--- src/rtl/multicycle_control_unit_if.sv ---
// Instruction/memory side handshake and datapath control bundle
// for the multi-cycle control unit.
interface multicycle_control_unit_if #(
   parameter int OP_W     = 4,
   parameter int FUNCT_W  = 5,
   parameter int ALUCTL_W = 5,
   parameter int IMMSRC_W = 2
);
   logic                instr_valid;
   logic [OP_W-1:0]     op;
   logic [FUNCT_W-1:0]  funct;
   logic                mem_ready;
   logic                zero;

   logic                ir_write;
   logic                pc_write;
   logic [1:0]          pc_src;
   logic                reg_write;
   logic                alu_src;
   logic [IMMSRC_W-1:0] imm_src;
   logic [ALUCTL_W-1:0] alu_control;
   logic                mem_read;
   logic                mem_write;
   logic                result_src;
   logic                stack_push;
   logic                stack_pop;
   logic                busy;
   logic                halted;
   logic                illegal_op;

   modport master (
      input  instr_valid, op, funct, mem_ready, zero,
      output ir_write, pc_write, pc_src, reg_write,
      output alu_src, imm_src, alu_control,
      output mem_read, mem_write, result_src,
      output stack_push, stack_pop,
      output busy, halted, illegal_op
   );

   modport slave (
      output instr_valid, op, funct, mem_ready, zero,
      input  ir_write, pc_write, pc_src, reg_write,
      input  alu_src, imm_src, alu_control,
      input  mem_read, mem_write, result_src,
      input  stack_push, stack_pop,
      input  busy, halted, illegal_op
   );
endinterface

--- src/rtl/multicycle_control_unit.sv ---
// Multi-cycle control FSM for the 19-bit CPU: FETCH/DECODE/EXEC/MEM/WB/HALT
// sequencing over a shared ALU and a single memory port.
module multicycle_control_unit #(
   parameter int OP_W     = 4,
   parameter int FUNCT_W  = 5,
   parameter int ALUCTL_W = 5,
   parameter int IMMSRC_W = 2
) (
   input  logic clk,
   input  logic rst,
   multicycle_control_unit_if.master bus
);

   typedef enum logic [2:0] {
      S_FETCH  = 3'd0,
      S_DECODE = 3'd1,
      S_EXEC   = 3'd2,
      S_MEM    = 3'd3,
      S_WB     = 3'd4,
      S_HALT   = 3'd5
   } state_e;

   localparam logic [OP_W-1:0] OP_RALU  = OP_W'(0);
   localparam logic [OP_W-1:0] OP_IALU  = OP_W'(1);
   localparam logic [OP_W-1:0] OP_LOAD  = OP_W'(2);
   localparam logic [OP_W-1:0] OP_STORE = OP_W'(3);
   localparam logic [OP_W-1:0] OP_BEQ   = OP_W'(4);
   localparam logic [OP_W-1:0] OP_JUMP  = OP_W'(5);
   localparam logic [OP_W-1:0] OP_CALL  = OP_W'(6);
   localparam logic [OP_W-1:0] OP_RET   = OP_W'(7);
   localparam logic [OP_W-1:0] OP_HALT  = OP_W'(15);

   localparam logic [ALUCTL_W-1:0] ALU_ADD = ALUCTL_W'(0);
   localparam logic [ALUCTL_W-1:0] ALU_SUB = ALUCTL_W'(1);

   localparam logic [IMMSRC_W-1:0] IMM_I = IMMSRC_W'(0);
   localparam logic [IMMSRC_W-1:0] IMM_M = IMMSRC_W'(1);
   localparam logic [IMMSRC_W-1:0] IMM_B = IMMSRC_W'(2);
   localparam logic [IMMSRC_W-1:0] IMM_J = IMMSRC_W'(3);

   localparam logic [1:0] PC_INC = 2'b00;
   localparam logic [1:0] PC_TGT = 2'b01;
   localparam logic [1:0] PC_STK = 2'b10;

   state_e               state_q, state_d;
   logic [OP_W-1:0]      op_q, op_d;
   logic [FUNCT_W-1:0]   funct_q, funct_d;
   logic [ALUCTL_W-1:0]  funct_ext;

   logic                 ir_write;
   logic                 pc_write;
   logic [1:0]           pc_src;
   logic                 reg_write;
   logic                 alu_src;
   logic [IMMSRC_W-1:0]  imm_src;
   logic [ALUCTL_W-1:0]  alu_control;
   logic                 mem_read;
   logic                 mem_write;
   logic                 result_src;
   logic                 stack_push;
   logic                 stack_pop;
   logic                 illegal_op;

   logic is_ralu, is_ialu, is_load, is_store, is_mem;
   logic is_beq, is_jump, is_call, is_ret, is_halt, is_exec;

   // funct feeds alu_control directly, so fit it to the ALU control width
   if (ALUCTL_W > FUNCT_W) begin : g_fext
      assign funct_ext = {{(ALUCTL_W-FUNCT_W){1'b0}}, funct_q};
   end else if (ALUCTL_W == FUNCT_W) begin : g_feq
      assign funct_ext = funct_q;
   end else begin : g_ftrunc
      assign funct_ext = funct_q[ALUCTL_W-1:0];
   end

   assign is_ralu  = (op_q == OP_RALU);
   assign is_ialu  = (op_q == OP_IALU);
   assign is_load  = (op_q == OP_LOAD);
   assign is_store = (op_q == OP_STORE);
   assign is_beq   = (op_q == OP_BEQ);
   assign is_jump  = (op_q == OP_JUMP);
   assign is_call  = (op_q == OP_CALL);
   assign is_ret   = (op_q == OP_RET);
   assign is_halt  = (op_q == OP_HALT);
   assign is_mem   = is_load | is_store;
   assign is_exec  = is_ralu | is_ialu | is_mem | is_beq |
                     is_jump | is_call | is_ret;

   always_ff @(posedge clk) begin
      if (!rst) begin
         state_q <= S_FETCH;
         op_q    <= '0;
         funct_q <= '0;
      end else begin
         state_q <= state_d;
         op_q    <= op_d;
         funct_q <= funct_d;
      end
   end

   always_comb begin
      state_d     = state_q;
      op_d        = op_q;
      funct_d     = funct_q;
      ir_write    = 1'b0;
      pc_write    = 1'b0;
      pc_src      = PC_INC;
      reg_write   = 1'b0;
      alu_src     = 1'b0;
      imm_src     = IMM_I;
      alu_control = ALU_ADD;
      mem_read    = 1'b0;
      mem_write   = 1'b0;
      result_src  = 1'b0;
      stack_push  = 1'b0;
      stack_pop   = 1'b0;
      illegal_op  = 1'b0;

      unique case (state_q)
         S_FETCH: begin
            if (bus.instr_valid) begin
               ir_write = 1'b1;
               pc_write = 1'b1;
               op_d     = bus.op;
               funct_d  = bus.funct;
               state_d  = S_DECODE;
            end
         end
         S_DECODE: begin
            unique case (1'b1)
               is_halt: state_d = S_HALT;
               is_exec: state_d = S_EXEC;
               default: begin
                  illegal_op = 1'b1;
                  state_d    = S_FETCH;
               end
            endcase
         end
         S_EXEC: begin
            state_d = S_FETCH;
            unique case (1'b1)
               is_ralu: begin
                  alu_control = funct_ext;
                  state_d     = S_WB;
               end
               is_ialu: begin
                  alu_src     = 1'b1;
                  alu_control = funct_ext;
                  state_d     = S_WB;
               end
               is_mem: begin
                  alu_src = 1'b1;
                  imm_src = IMM_M;
                  state_d = S_MEM;
               end
               is_beq: begin
                  alu_control = ALU_SUB;
                  imm_src     = IMM_B;
                  if (bus.zero) begin
                     pc_write = 1'b1;
                     pc_src   = PC_TGT;
                  end
               end
               is_jump, is_call: begin
                  imm_src    = IMM_J;
                  pc_write   = 1'b1;
                  pc_src     = PC_TGT;
                  stack_push = is_call;
               end
               is_ret: begin
                  pc_write  = 1'b1;
                  pc_src    = PC_STK;
                  stack_pop = 1'b1;
               end
               default: ;
            endcase
         end
         S_MEM: begin
            // address path held steady for the whole wait
            alu_src   = 1'b1;
            imm_src   = IMM_M;
            mem_read  = is_load;
            mem_write = is_store;
            if (bus.mem_ready) begin
               state_d = is_load ? S_WB : S_FETCH;
            end
         end
         S_WB: begin
            reg_write  = 1'b1;
            result_src = is_load;
            state_d    = S_FETCH;
         end
         S_HALT: state_d = S_HALT;
         default: state_d = S_FETCH;
      endcase
   end

   // reset cycle squashes every output, including a pending MEM strobe
   assign bus.ir_write    = rst & ir_write;
   assign bus.pc_write    = rst & pc_write;
   assign bus.pc_src      = rst ? pc_src : 2'b00;
   assign bus.reg_write   = rst & reg_write;
   assign bus.alu_src     = rst & alu_src;
   assign bus.imm_src     = rst ? imm_src : '0;
   assign bus.alu_control = rst ? alu_control : '0;
   assign bus.mem_read    = rst & mem_read;
   assign bus.mem_write   = rst & mem_write;
   assign bus.result_src  = rst & result_src;
   assign bus.stack_push  = rst & stack_push;
   assign bus.stack_pop   = rst & stack_pop;
   assign bus.busy        = rst & (state_q != S_FETCH);
   assign bus.halted      = rst & (state_q == S_HALT);
   assign bus.illegal_op  = rst & illegal_op;

endmodule

--- src/flat_wrapper.sv ---
// flat-port wrapper written by rule: the top's interface ports become plain ports
module multicycle_control_unit_flat 
#(
   parameter int OP_W     = 4,
   parameter int FUNCT_W  = 5,
   parameter int ALUCTL_W = 5,
   parameter int IMMSRC_W = 2
)
  (clk, rst, bus_instr_valid, bus_op, bus_funct, bus_mem_ready, bus_zero, bus_ir_write, bus_pc_write, bus_pc_src, bus_reg_write, bus_alu_src, bus_imm_src, bus_alu_control, bus_mem_read, bus_mem_write, bus_result_src, bus_stack_push, bus_stack_pop, bus_busy, bus_halted, bus_illegal_op);
  multicycle_control_unit_if #(.OP_W(OP_W), .FUNCT_W(FUNCT_W), .ALUCTL_W(ALUCTL_W), .IMMSRC_W(IMMSRC_W)) bus_i ();
  input  logic clk;
  input  logic rst;
  input wire logic [$bits(bus_i.instr_valid)-1:0] bus_instr_valid;
  input wire logic [$bits(bus_i.op)-1:0] bus_op;
  input wire logic [$bits(bus_i.funct)-1:0] bus_funct;
  input wire logic [$bits(bus_i.mem_ready)-1:0] bus_mem_ready;
  input wire logic [$bits(bus_i.zero)-1:0] bus_zero;
  output wire logic [$bits(bus_i.ir_write)-1:0] bus_ir_write;
  output wire logic [$bits(bus_i.pc_write)-1:0] bus_pc_write;
  output wire logic [$bits(bus_i.pc_src)-1:0] bus_pc_src;
  output wire logic [$bits(bus_i.reg_write)-1:0] bus_reg_write;
  output wire logic [$bits(bus_i.alu_src)-1:0] bus_alu_src;
  output wire logic [$bits(bus_i.imm_src)-1:0] bus_imm_src;
  output wire logic [$bits(bus_i.alu_control)-1:0] bus_alu_control;
  output wire logic [$bits(bus_i.mem_read)-1:0] bus_mem_read;
  output wire logic [$bits(bus_i.mem_write)-1:0] bus_mem_write;
  output wire logic [$bits(bus_i.result_src)-1:0] bus_result_src;
  output wire logic [$bits(bus_i.stack_push)-1:0] bus_stack_push;
  output wire logic [$bits(bus_i.stack_pop)-1:0] bus_stack_pop;
  output wire logic [$bits(bus_i.busy)-1:0] bus_busy;
  output wire logic [$bits(bus_i.halted)-1:0] bus_halted;
  output wire logic [$bits(bus_i.illegal_op)-1:0] bus_illegal_op;
  assign bus_i.instr_valid = bus_instr_valid;
  assign bus_i.op = bus_op;
  assign bus_i.funct = bus_funct;
  assign bus_i.mem_ready = bus_mem_ready;
  assign bus_i.zero = bus_zero;
  assign bus_ir_write = bus_i.ir_write;
  assign bus_pc_write = bus_i.pc_write;
  assign bus_pc_src = bus_i.pc_src;
  assign bus_reg_write = bus_i.reg_write;
  assign bus_alu_src = bus_i.alu_src;
  assign bus_imm_src = bus_i.imm_src;
  assign bus_alu_control = bus_i.alu_control;
  assign bus_mem_read = bus_i.mem_read;
  assign bus_mem_write = bus_i.mem_write;
  assign bus_result_src = bus_i.result_src;
  assign bus_stack_push = bus_i.stack_push;
  assign bus_stack_pop = bus_i.stack_pop;
  assign bus_busy = bus_i.busy;
  assign bus_halted = bus_i.halted;
  assign bus_illegal_op = bus_i.illegal_op;
  multicycle_control_unit #(.OP_W(OP_W), .FUNCT_W(FUNCT_W), .ALUCTL_W(ALUCTL_W), .IMMSRC_W(IMMSRC_W)) u_core (.clk(clk), .rst(rst), .bus(bus_i));
endmodule
--- config.mk ---
export PLATFORM = sky130hd
export DESIGN_NAME = multicycle_control_unit_flat
export DESIGN_NICKNAME = d
export VERILOG_FILES = /design/src/rtl/multicycle_control_unit_if.sv /design/src/rtl/multicycle_control_unit.sv /design/src/flat_wrapper.sv
export SDC_FILE = /design/constraint.sdc
export NUM_CORES = 1
export LEC_CHECK = 0
export ABC_AREA = 1
export CAP_MARGIN = 0
export CORE_MARGIN = 1
export CORE_UTILIZATION = 40
export DETAILED_ROUTE_END_ITERATION = 8
export PLACE_DENSITY = 0.75
export SLEW_MARGIN = 20
export SYNTH_ARGS = -nofsm -noshare
export SYNTH_HDL_FRONTEND = slang
export SYNTH_SLANG_ARGS = --single-unit
--- constraint.sdc ---
create_clock -name clk -period 1.6 [get_ports clk]
set_input_delay 0.32 -clock clk [delete_from_list [all_inputs] [get_ports clk]]
set_output_delay 0.32 -clock clk [all_outputs]
set_load 0.05 [all_outputs]
==> results of run 1 <==
-- logic make-up after synthesis --
kind of cell           count (synthesis)  synth area share
and+or+nand+nor                       68             0.404
buffers and inverters                 26             0.141
AOI/OAI and AO/OA                     22             0.149
DFF                                   12             0.307
-- per-stage QoR --
stage | setup WS (ns) | std cells | hold slack, ns
detailed placement | -0.395 | 203 | 0.467
global placement | -0.321 | 203 | 0.460
floorplan | -0.233 | 128 | 0.444
==> flow_summary.toml, run 1 <==
[clock_network]
cts_root_buffer = "clkbuf_4"
cts_post_setup_buffers_inserted = 13
clock_h_tree_levels = 1
numClockSinks = 12
cts-root-to-sink-buffers = 2
holdBufCountCts = 0
count_of_cells_resized_by_post_cts_repair = 53
tritoncts.num_buffers = 3

[die]
num_rows = 15
num_io_pins = 35
die_height_um = 46.3
die_width_um = 46.3
start_util = 0.439

[placed_design]
dp_hpwl_um = 2910
port-buffer-count = 34
dpl_cell_area_mm2 = 0.00167
globalplace.congestion = 0.828

[synthesis]
synthesis.nets = 142
synth-edff-count = 0
synth_seq_area_share = 0.307
asyncSetResetFlopFracSynth = 0
synth_area_leaders = "dfxtp_1 31%, nand2_1 11%, nor2_1 10%, inv_1 9.6%, a21oi_1 7.7%"
post_synth_instance_area_um2 = 783
yosys_warnings = 0
synth_seq_cells = 12
synth_top_area_share = 0.307
synth.largest_area_cell = "dfxtp_1"
post_synth_most_frequent_cells = "22 x nand2_1, 21 x nor2_1, 20 x inv_1"
synth_ff_type = "dfxtp_1"
postSynthAreaPerCell_um2 = 6.12
synth.most_common_cell = "nand2_1"
post_synth_inst_count = 128
synth.distinct_cells = 22

[outcome]
outcome = "aborted with a tool error"
stop_stage = "clock tree synthesis (4_1_cts)"
first-error = "[ERROR DPL-0038] Utilization greater than 100%, impossible to legalize"
==> run 2, diff against run 1 <==
--- a/config.mk
+++ b/config.mk
@@ -7,10 +7,10 @@
 export LEC_CHECK = 0
 export ABC_AREA = 1
 export CAP_MARGIN = 0
-export CORE_MARGIN = 1
-export CORE_UTILIZATION = 40
+export CORE_AREA = 2 2 63 65
 export DETAILED_ROUTE_END_ITERATION = 8
-export PLACE_DENSITY = 0.75
+export DIE_AREA = 0 0 65 67
+export PLACE_DENSITY_LB_ADDON = 0.15
 export SLEW_MARGIN = 20
 export SYNTH_ARGS = -nofsm -noshare
 export SYNTH_HDL_FRONTEND = slang
==> run 2 against run 1 <==
Net effect: the flow now finishes, with violations (setup timing); synthesized area is the same; synthesized cell count stayed put.
==> flow_summary.toml, run 2 <==
[die]
die-area_mm2 = 0.00436
placeableCoreArea_mm2 = 0.00361
num_io_pins = 35
start_util = 0.217
die_width_um = 65
num_rows = 22
die_height_um = 67

[layout]
n_antenna_cell = 0
fin_nets = 211
fillers = 326
largest_register_ff_count = 5
layout_commonest_cell = "buf_4"
post_route_cells_drive_above_1_share = 0.656
mostFrequentLayoutCells = "24 x buf_4, 23 x buf_12, 13 x nor2_4, 13 x nand2_1"
fin_cells = 243
design_area_mm2 = 0.00204
syn2layout_area_growth_pct = 161

[timing]
min_period_ns = 1.76
tightest_slew_ns = 0.275
hold_viol = 0
maxSlewHeadroom = 0.816
fmax_mhz = 569
clock_skew_ns = 0.00377
final.setup.worst_slack_ns = -0.156
setup_repair_after_global_routing_missed_its_margin = "yes"
timing.final.setup_violations = 18
post-route-period-util = 1.10
finalMaxSlewViolations = 0

[setup_path]
cp_data_required_time_ns = 1.28
setup.reg_to_reg.worst_slack_ns = 0.23
critical_path.reg2reg.startpoint = "u_core.op_q[1]$_SDFFE_PN0P_"
path_class = "reg2out"
r2r_end = "u_core.state_q[0]$_SDFFE_PN0P_"
worst-path-max-fanout = 7
timing.critical_path.to_type = "primary output"
critical_path_startpoint_category = "register"
r2r.worst_path.cells = 10
worst_endpoint_data_arrival_time_ns = 1.44

[synthesis]
synth_ff_type = "dfxtp_1"
synth-edff-count = 0
xor_xnor_share_of_the_synthesized_area = 0
synth_compound_area_frac = 0.149
synth_seq_cells = 12
synthSimpleGateAreaFrac = 0.404
synth_top_area_share = 0.307
synthesis.nets = 142
yosys_warnings = 0
postSynthAreaPerCell_um2 = 6.12
synth.mux.area_fraction = 0
synth.largest_area_cell = "dfxtp_1"
combinational_family_with_the_most_area_after_synthesis = "simple AND/OR/NAND/NOR gates"
asyncSetResetFlopFracSynth = 0
yosys.area_share.adder = 0
synth.distinct_cells = 22
synth.most_common_cell = "nand2_1"
synth_area_leaders = "dfxtp_1 31%, nand2_1 11%, nor2_1 10%, inv_1 9.6%, a21oi_1 7.7%"
synth_seq_area_share = 0.307
post_synth_inst_count = 128
post_synth_most_frequent_cells = "22 x nand2_1, 21 x nor2_1, 20 x inv_1"
post_synth_instance_area_um2 = 783

[pwr]
peakVddDrop_v = 0.000346
total_leakage_power_nw = 0.852
power_density_mw_per_mm2 = 694
post-layout-total-power_mw = 1.42

[global_route]
grt_max_degree = 18
grt.total_usage = 0.154
grt_first_pass_wirelength_um = 5120
grt_antenna_before_repair = 0
first_global_vias = 1126
globalRoute.totalOverflow = 0

[drt]
avgViaCountPerCell = 4.46
drt-met1-wl_um = 1210
first_pass_iters = 4
routed_wire_length_per_instance_um = 12.3
initialDrtViolationCount = 15
dr_total_vias = 1083
routed_wire_length_um = 3000
antenna_left = 0
wl_met3_um = 195
wl_met2_um = 1520
route.top_layer_used = "met4"
drcViolationCount = 0

[job]
max_cap_violations = 0

[clock_network]
clock_h_tree_levels = 1
source_to_sink_clock_delay_at_the_later_pin_of_the_worst_skew_pair_ns = 0.24
numClockSinks = 12
cts_tree = "yes"
cts_root_buffer = "clkbuf_8"
clk_pin_slew_ns = 0.05
cts-root-to-sink-buffers = 2
tritoncts.num_buffers = 3
holdBufCountCts = 0

[min_path]
worst_hold_path.num_cells = 2
hold_path_startpoint = "u_core.funct_ext[0]$_SDFFE_PN0P_"
worstHoldEndpoint = "u_core.funct_ext[0]$_SDFFE_PN0P_"
hp-class = "reg2reg"

[outcome]
outcome = "complete, but fails checks"
violated_checks = "setup timing"

[placed_design]
dpl_cell_area_mm2 = 0.00171
dp_hpwl_um = 2190
numPlacedInstances = 226
worst_setup_slack_post_dpl_ns = -0.335
globalplace.congestion = 0.850
port-buffer-count = 34
run 2: final cells by class:
| class | instances | area [um2] | area share |
|---|---|---|---|
| Sequential cell | 12 | 259 | 0.127 |
| Timing Repair Buffer | 67 | 848 | 0.415 |
| Inverter | 23 | 98.8 | 0.0484 |
| Tap cell | 48 | 60.1 | 0.0294 |
| Clock buffer | 3 | 41.3 | 0.0202 |
| Multi-Input combinational cell | 90 | 736 | 0.360 |
run 2: repair_timing:
item / 4_1_cts / 5_1_grt
gates resized for setup: 54 / 11
cloned: 0 / 0
endpoints found under the setup margin: 21 / 19
pin swaps: 22 / 7
setup buffers: 12 / 2
run 2: worst max-delay path by stage:
stage	cells after the start	startpoint	slack (ns)	end
3_3_place_gp	6	rst	-0.32	bus_stack_push
6_report	5	u_core.state_q[0]$_SDFFE_PN0P_	-0.16	bus_stack_push
2_1_floorplan	3	u_core.state_q[2]$_SDFFE_PN0P_	-0.23	bus_result_src
4_1_cts	6	u_core.state_q[2]$_SDFFE_PN0P_	-0.15	bus_stack_push
5_1_grt	9	u_core.op_q[1]$_SDFFE_PN0P_	-0.20	bus_pc_write
3_5_place_dp	6	rst	-0.33	bus_stack_push
run 2: cells by family (layout without fill, tap and decap cells):
logic type             count (synthesis)  after routing
AOI/OAI and AO/OA                     22             22
buffers and inverters                 26             93
and+or+nand+nor                       68             68
DFF                                   12             12
run 2: worst max-delay path: stages (launching register included):
cell and delay [ns]:
dfxtp_4 0.38, inv_2 0.09, buf_4 0.14, nand2_4 0.09, nor4_4 0.32, buf_12 0.18
run 2: where the power goes:
group          switching (mW)  leakage [nW]  internal (mW)
logic                   0.415         0.728          0.318
registers              0.0564         0.103          0.348
clock network           0.115        0.0216          0.166
run 2: through the flow:
stage | hold WS [ns] | utilization | setup TNS [ns]
final | 0.493 | 0.567 | -1.29
after global routing | 0.510 | 0.567 | -2.34
after CTS | 0.496 | 0.554 | -1.15
after detailed placement | 0.475 | 0.474 | -4.84
after global placement | 0.473 | 0.474 | -4.70
after floorplan | 0.444 | - | -0.380
run 2: per-layer routing:
metal  global-route usage  vias to the layer above
met2                0.274                       33
met4               0.0824                        0
met3               0.0355                        8
met1                0.168                      498
li1                     -                      544
met5                    0                        -
Power figures use the tool's default switching activity.
